<file path="src/rtl/ext_mul_execute_if.sv">
// Execute-interface bundle between RISC-MGMT (master) and the multiply extension (slave).
interface ext_mul_execute_if;
    logic        start;
    logic [1:0]  op;
    logic [31:0] rdata_s_0;
    logic [31:0] rdata_s_1;
    logic [31:0] pc;
    logic        exception;
    logic        busy;
    logic        reg_w;
    logic [31:0] reg_wdata;
    logic        branch_jump;
    logic [31:0] br_j_addr;

    modport slave (
        input  start, op, rdata_s_0, rdata_s_1, pc,
        output exception, busy, reg_w, reg_wdata, branch_jump, br_j_addr
    );

    modport master (
        output start, op, rdata_s_0, rdata_s_1, pc,
        input  exception, busy, reg_w, reg_wdata, branch_jump, br_j_addr
    );
endinterface

</file>
<file path="src/rtl/ext_mul_execute.sv">
// Iterative 32x32 multiply extension: MUL / MULH / MULHU via 32-cycle radix-2 shift-add
// on operand magnitudes, with the sign applied to the 64-bit product at the end.
module ext_mul_execute (
    input  logic               CLK,
    input  logic               RST,
    ext_mul_execute_if.slave   bus
);

    typedef enum logic [1:0] {
        IDLE,
        RUN,
        DONE
    } state_t;

    typedef enum logic [1:0] {
        OP_MUL   = 2'b00,
        OP_MULH  = 2'b01,
        OP_MULHU = 2'b10,
        OP_RSVD  = 2'b11
    } op_t;

    state_t      state_q, state_d;
    logic [31:0] a_q, a_d;
    logic [31:0] b_q, b_d;
    logic        neg_q, neg_d;
    logic [1:0]  op_q, op_d;
    logic [63:0] prod_q, prod_d;
    logic [5:0]  cnt_q, cnt_d;

    logic [31:0] a_mag;
    logic [31:0] b_mag;
    logic [63:0] result;

    // Operand magnitudes and final signed product.
    always_comb begin
        a_mag  = bus.rdata_s_0;
        b_mag  = bus.rdata_s_1;
        if (op_t'(bus.op) == OP_MULH) begin
            if (bus.rdata_s_0[31]) a_mag = 32'd0 - bus.rdata_s_0;
            if (bus.rdata_s_1[31]) b_mag = 32'd0 - bus.rdata_s_1;
        end
        result = neg_q ? (64'd0 - prod_q) : prod_q;
    end

    // Next-state, datapath update and extension-side outputs.
    always_comb begin
        state_d         = state_q;
        a_d             = a_q;
        b_d             = b_q;
        neg_d           = neg_q;
        op_d            = op_q;
        prod_d          = prod_q;
        cnt_d           = cnt_q;
        bus.exception   = 1'b0;
        bus.busy        = 1'b0;
        bus.reg_w       = 1'b0;
        bus.reg_wdata   = '0;
        bus.branch_jump = 1'b0;
        bus.br_j_addr   = '0;

        case (state_q)
            IDLE: begin
                if (bus.start) begin
                    if (op_t'(bus.op) == OP_RSVD) begin
                        bus.exception = 1'b1;
                    end else begin
                        bus.busy = 1'b1;
                        a_d      = a_mag;
                        b_d      = b_mag;
                        neg_d    = (op_t'(bus.op) == OP_MULH) &&
                                   (bus.rdata_s_0[31] ^ bus.rdata_s_1[31]);
                        op_d     = bus.op;
                        prod_d   = '0;
                        cnt_d    = '0;
                        state_d  = RUN;
                    end
                end
            end

            RUN: begin
                bus.busy = 1'b1;
                if (b_q[cnt_q[4:0]]) begin
                    prod_d = prod_q + ({32'd0, a_q} << cnt_q);
                end
                cnt_d = cnt_q + 6'd1;
                if (cnt_q == 6'd31) begin
                    state_d = DONE;
                end
            end

            DONE: begin
                bus.reg_w     = 1'b1;
                bus.reg_wdata = (op_t'(op_q) == OP_MUL) ? result[31:0] : result[63:32];
                state_d       = IDLE;
            end

            default: begin
                state_d = IDLE;
            end
        endcase
    end

    // State and datapath registers with synchronous reset.
    always_ff @(posedge CLK) begin
        if (RST) begin
            state_q <= IDLE;
            a_q     <= '0;
            b_q     <= '0;
            neg_q   <= 1'b0;
            op_q    <= '0;
            prod_q  <= '0;
            cnt_q   <= '0;
        end else begin
            state_q <= state_d;
            a_q     <= a_d;
            b_q     <= b_d;
            neg_q   <= neg_d;
            op_q    <= op_d;
            prod_q  <= prod_d;
            cnt_q   <= cnt_d;
        end
    end

endmodule
</file>
<file path="src/flat_wrapper.sv">
// flat-port wrapper written by rule: the top's interface ports become plain ports
module ext_mul_execute_flat 
  (CLK, RST, bus_start, bus_op, bus_rdata_s_0, bus_rdata_s_1, bus_pc, bus_exception, bus_busy, bus_reg_w, bus_reg_wdata, bus_branch_jump, bus_br_j_addr);
  ext_mul_execute_if bus_i ();
  input  logic CLK;
  input  logic RST;
  input wire logic [$bits(bus_i.start)-1:0] bus_start;
  input wire logic [$bits(bus_i.op)-1:0] bus_op;
  input wire logic [$bits(bus_i.rdata_s_0)-1:0] bus_rdata_s_0;
  input wire logic [$bits(bus_i.rdata_s_1)-1:0] bus_rdata_s_1;
  input wire logic [$bits(bus_i.pc)-1:0] bus_pc;
  output wire logic [$bits(bus_i.exception)-1:0] bus_exception;
  output wire logic [$bits(bus_i.busy)-1:0] bus_busy;
  output wire logic [$bits(bus_i.reg_w)-1:0] bus_reg_w;
  output wire logic [$bits(bus_i.reg_wdata)-1:0] bus_reg_wdata;
  output wire logic [$bits(bus_i.branch_jump)-1:0] bus_branch_jump;
  output wire logic [$bits(bus_i.br_j_addr)-1:0] bus_br_j_addr;
  assign bus_i.start = bus_start;
  assign bus_i.op = bus_op;
  assign bus_i.rdata_s_0 = bus_rdata_s_0;
  assign bus_i.rdata_s_1 = bus_rdata_s_1;
  assign bus_i.pc = bus_pc;
  assign bus_exception = bus_i.exception;
  assign bus_busy = bus_i.busy;
  assign bus_reg_w = bus_i.reg_w;
  assign bus_reg_wdata = bus_i.reg_wdata;
  assign bus_branch_jump = bus_i.branch_jump;
  assign bus_br_j_addr = bus_i.br_j_addr;
  ext_mul_execute u_core (.CLK(CLK), .RST(RST), .bus(bus_i));
endmodule
</file>
<file path="config.mk">
export PLATFORM = sky130hd
export DESIGN_NAME = ext_mul_execute_flat
export DESIGN_NICKNAME = d
export VERILOG_FILES = /design/src/rtl/ext_mul_execute_if.sv /design/src/rtl/ext_mul_execute.sv /design/src/flat_wrapper.sv
export SDC_FILE = /design/constraint.sdc
export NUM_CORES = 1
export LEC_CHECK = 0
export ABC_AREA = 1
export CELL_PAD_IN_SITES_DETAIL_PLACEMENT = 1
export CELL_PAD_IN_SITES_GLOBAL_PLACEMENT = 1
export CORE_MARGIN = 1.5
export CORE_UTILIZATION = 40
export CTS_BUF_LIST = sky130_fd_sc_hd__clkbuf_4 sky130_fd_sc_hd__clkbuf_8 sky130_fd_sc_hd__clkbuf_16
export DETAILED_ROUTE_END_ITERATION = 7
export GPL_TIMING_DRIVEN = 0
export HOLD_SLACK_MARGIN = 0.03
export PLACE_DENSITY = 0.8
export SYNTH_ARGS = -nofsm -noshare
export SYNTH_HDL_FRONTEND = slang
export SYNTH_SLANG_ARGS = --single-unit
export TNS_END_PERCENT = 30
</file>
<file path="constraint.sdc">
create_clock -name CLK -period 4.5 [get_ports CLK]
set_clock_uncertainty 0.15 [all_clocks]
set_input_delay 1.125 -clock CLK [delete_from_list [all_inputs] [get_ports CLK]]
set_output_delay 1.125 -clock CLK [all_outputs]
set_load 0.1 [all_outputs]
</file>
-- Word level (Yosys, flattened, before mapping)
Index checks and enable logic that the tools add are counted.
- output and inout bits: 68
- bits in registers: 139
- input bits: 101
- logic and storage cells: 60
- shifts and indexed selects: 1
- bitwise gates (word level): 2
- add/subtract/negate cells: 5
- $lt $le $gt $ge: 1
- eq/ne operators: 9
- reduce and logical (&&, ||, !) cells: 8
- mux-type cells: 27
- operator list (kind ; count):
    64-bit two-way mux ; 4
    32-bit two-way mux ; 6
    64-bit case mux with 2 select lines ; 1
    64-bit adder ; 1
    32-bit by 6-bit << shifter with 64-bit output ; 1
    1-bit by 32-bit subtractor with 32-bit output, first input constant ; 2
    1-bit by 64-bit subtractor with 64-bit output, first input constant ; 1
    6-bit two-way mux ; 2
    6-bit case mux with 2 select lines ; 1
    3-bit AND reduction ; 3
    1-bit two-way mux ; 7
    6-bit by 1-bit adder with 6-bit output, second input constant ; 1
    6-bit by 5-bit == test with 1-bit output, second input constant ; 1
    5-bit by 6-bit < comparator with 1-bit output, second input constant ; 1
    2-bit two-way mux ; 3
    1-bit binary-select mux with 5-bit select ; 1
    2-bit by 1-bit == test with 1-bit output, second input constant ; 2
    2-bit == test, second input constant ; 2
    2-bit logical NOT ; 2
    2-bit by 1-bit inequality test with 1-bit output, second input constant ; 2
    2-bit inequality test, second input constant ; 2
    2-bit case mux with 2 select lines ; 1
    4-bit AND reduction ; 1
    1-bit case mux with 2 select lines ; 1
    4 further kinds ; 4

-- Depth between registers and ports, before layout
- depth in word-level cells: 4
- depth in mapped cells: 28
- mapped depth without buffers: 26

-- Least setup slack after synthesis
OpenSTA, ideal clock, no wires.
- path kind: reg-to-output
- from: register u_core.prod_q[1]
- to: output port bus_reg_wdata[4]
- setup slack: -0.290 ns
- cell stages (with the launch flop): 11
- required time: 3.225 ns
- path buffers: 0
- arrival: 3.515 ns
- cell sequence: dfxtp_1 -> inv_1 -> ha_1 -> nand3_1 -> nor2_2 -> nand2_1 -> nor2_2 -> nand4_1 -> nand2_1 -> a21oi_1 -> nor3_1
- cells in the longest elaborated chain, start to end: 4
- ends and longest elaborated chain (element ; line ; source):
    from (decl) ; ext_mul_execute.sv:27 ; logic [63:0] prod_q, prod_d;
    from (signal assigned) ; ext_mul_execute.sv:119 ; prod_q <= prod_d;
    1-bit by 64-bit subtractor with 64-bit output ; ext_mul_execute.sv:42 ; result = neg_q ? (64'd0 - prod_q) : prod_q;
    64-bit two-way mux ; ext_mul_execute.sv:42 ;
    32-bit two-way mux ; ext_mul_execute.sv:93 ; bus.reg_wdata = (op_t'(op_q) == OP_MUL) ? result[31:0] : result[63:32];
    32-bit two-way mux ; ext_mul_execute.sv:61 ; case (state_q)
    to (decl) ; flat_wrapper.sv:15 ; output wire logic [$bits(bus_i.reg_wdata)-1:0] bus_reg_wdata;
Every way passes these cells.

-- Final worst setup path
- from: register u_core.state_q[1]
- to: output port bus_reg_wdata[5]
- cells in the longest elaborated chain, start to end: 2
- ends and longest elaborated chain (element ; line ; source):
    from (decl) ; ext_mul_execute.sv:22 ; state_t state_q, state_d;
    from (signal assigned) ; ext_mul_execute.sv:114 ; state_q <= state_d;
    2-bit == test ; ext_mul_execute.sv:61 ;
    32-bit two-way mux ; ext_mul_execute.sv:61 ;
Every way passes these cells.

==> reports/summary.txt <==
Nets - 3428
IO Port Bufs - 103
Die Ht - 208 um
CTS tree - done
Vias per cell - 5.87
Slew headroom - 35.5%
Die X - 208 um
HP Class - reg2reg
Vias - 22300
Flop2flop setup slack - 0.15 ns
Peak VDD IR - 0.000266 V
Post-Synth Adder-Cell Area - 5.11%
Sequential cell area - 2790 um^2
Initial antenna violation count - 1
Mux share of post-synthesis cell area - 0.238%
Total CTS buffers - 17
Post-Synth XOR/XNOR Area - 3.44%
Wire per inst - 23.1 um
Iter 0 DRT Violations - 1880
Simple-gate area share of the yosys netlist - 41.7%
Fmax - 219 MHz
Max-slew violations - 0
Main combinational cell family by area after synthesis - simple AND/OR/NAND/NOR gates
Synthesized area per cell - 5.41 um^2
Most common cell after layout, fill and taps aside - nand2_1
FFs w/ async S/R, synth - 0%
Area growth syn-to-layout - 17.5%
Post-Synthesis Cells - 3102
Post-Syn Area - 16800 um^2
Worst Path Required - 3.22 ns
Share of layout cells above drive strength 1 - 9.29%
Final HPWL DP - 73400 um
Root Driver - clkbuf_16
Final Hold Fails - 0
Compound-Gate Fraction of Synth Area - 20.4%
Most used DFF post-synth - dfxtp_1
PwrDens - 224 nW/um^2
Num rows - 74
Setup violators final - 1
Leakage - 0.00948 uW
Post-synth EDFFs - 0
Number of H-tree levels - 4
Number of diodes - 0
First-pass GRT wire length - 131000 um
#FFs+latches synth - 139
Total power - 4410 uW
WP data arrival - 3.29 ns
RSZ-0062 raised after global routing - yes
Starting Density - 40.9%
Slew @ Worst Pin - 0.965 ns
Routability cong. - 1.04
Commonest cells after routing, fill and taps aside - nand2_1 (916), nor2_1 (397), inv_1 (356), a21oi_1 (223), nand3_1 (212)
Tot GR Track Use - 39.4%
Period utilization - 101%
Startpoint Class - register
Final worst path period need - 4.56 ns
Die footprint - 43200 um^2
Latest clock arrival within the worst-skew pair - 0.48 ns
CTS max path bufs - 2
Violated checks - setup timing
Core area - 41100 um^2
Total grt overflow - 0
Worst setup margin - -0.0619 ns
Total number of yosys warnings - 0
Antenna Violating Nets Remaining - 0
TNS Setup - -0.0619 ns
Crit path kind - reg2out
Synth cell types - 52
Post-route DRC - 0
Number of max-cap violations - 0
Status - complete, but fails checks
Fillers - 5932
Crit Path Max Fanout - 10
Reg clk slew, reported paths - 0.07 ns
Endpoint class of the critical path - output pin
Cts hold-fix bufs - 0
Pre-antenna DRT Iters - 5
Largest net degree at the start of global routing - 17
Clk sinks - 139
Vias in the first global route - 22300
Sequential share of the synthesized area - 16.6%
Multi-input logic area - 12500 um^2
Total Wirelength - 87700 um
Top-level port count - 169
state kept, by name, summed over array words and instances, names as in the netlist:
| name | count |
|---|---|
| u_core.cnt_q | 6 |
| u_core.prod_q | 64 |
| u_core.op_q | 2 |
| u_core.state_q | 2 |
| u_core.neg_q | 1 |
| u_core.a_q | 32 |
| u_core.b_q | 32 |
synth_stat cells, drive strengths merged (6+ instances only):
master / instances / area, um^2
nand2: 926 / 3480
nor2: 433 / 1650
inv: 362 / 1360
o21ai: 248 / 1260
a21oi: 245 / 1240
nand3: 217 / 1090
dfxtp: 139 / 2780
buf: 75 / 505
ha: 67 / 838
clkbuf: 62 / 235
xor2: 58 / 508
nor3: 45 / 235
nand4: 39 / 244
o221ai: 28 / 245
o21bai: 22 / 165
a31oi: 20 / 125
o22ai: 19 / 119
nand3b: 16 / 120
or2: 16 / 100
o211ai: 12 / 90.1
xnor2: 8 / 70.1
o31ai: 6 / 45.0
logic make-up (layout without fill, tap and decap cells):
group | after synthesis | in the layout
AND/OR/NAND/NOR | 1705 | 1705
AO/OA/AOI/OAI | 617 | 617
buffers and inverters | 502 | 640
flip-flops | 139 | 139
adder cells (fa/ha/maj) | 68 | 68
XOR/XNOR | 66 | 66
multiplexers | 4 | 4
other | 1 | 33
what timing repair did:
item | in CTS | in global routing
buffers inserted | 0 | 4
setup endpoints to repair | 82 | 81
hold endpoints to repair | 0 | 0
gates resized for setup | 194 | 199
pin swaps | 0 | 17
critical path, stage by stage (launching register included):
cell and delay (ns):
dfxtp_1 0.36, inv_1 0.05, nor2_1 0.57, clkinv_2 0.45, a31oi_1 0.49, o21ai_0 0.23
inv_1 0.10, clkdlybuf4s15_2 0.55
per-layer routing:
layer | vias to the layer above | wire [um] | track usage (%)
li1 | 10400 | - | -
met4 | 0 | 6410 | 26.2
met2 | 929 | 40500 | 66.4
met5 | - | 0 | 0
met3 | 288 | 5540 | 5.83
met1 | 10700 | 35300 | 46.6
per-stage QoR:
step,hold WS (ns),area [um^2],setup WS [ns],instances,utilization [%]
finish,0.315,19700,-0.0619,3804,48.0
CTS,0.317,19300,-0.00646,3801,46.8
floorplan,0.273,16900,-0.00962,3134,-
detailed placement,0.301,18600,-0.612,3769,45.3
global route,0.346,19700,-0.112,3804,48.0
global placement,0.286,18600,-0.574,3769,45.3
final cells by class:
class	count	area share, %
clock inverters	10	0.406
well taps	532	3.37
repair buffers	107	5.42
multi-input cells	2493	63.3
plain buffers	136	3.96
inverters	365	6.95
clock buffers	22	2.47
flip-flops and latches	139	14.1
final timing paths:
check | from | end | cells past startpoint
setup / recovery | u_core.state_q[1] | bus_reg_wdata[5] | 7
hold / removal | u_core.b_q[0] | u_core.b_q[0] | 2
setup reg to reg | u_core.cnt_q[1] | u_core.prod_q[44] | 21
hold reg to reg | u_core.b_q[0] | u_core.b_q[0] | 2
where the power goes:
group | total, uW | internal [uW] | switching [uW] | leakage [uW]
Clock | 1440 | 776 | 659 | 0.000274
Combinational | 1620 | 459 | 1170 | 0.00807
Sequential | 1350 | 1290 | 58.3 | 0.00113
Total | 4410 | 2530 | 1880 | 0.00948
(Power assumes the default switching activity.)
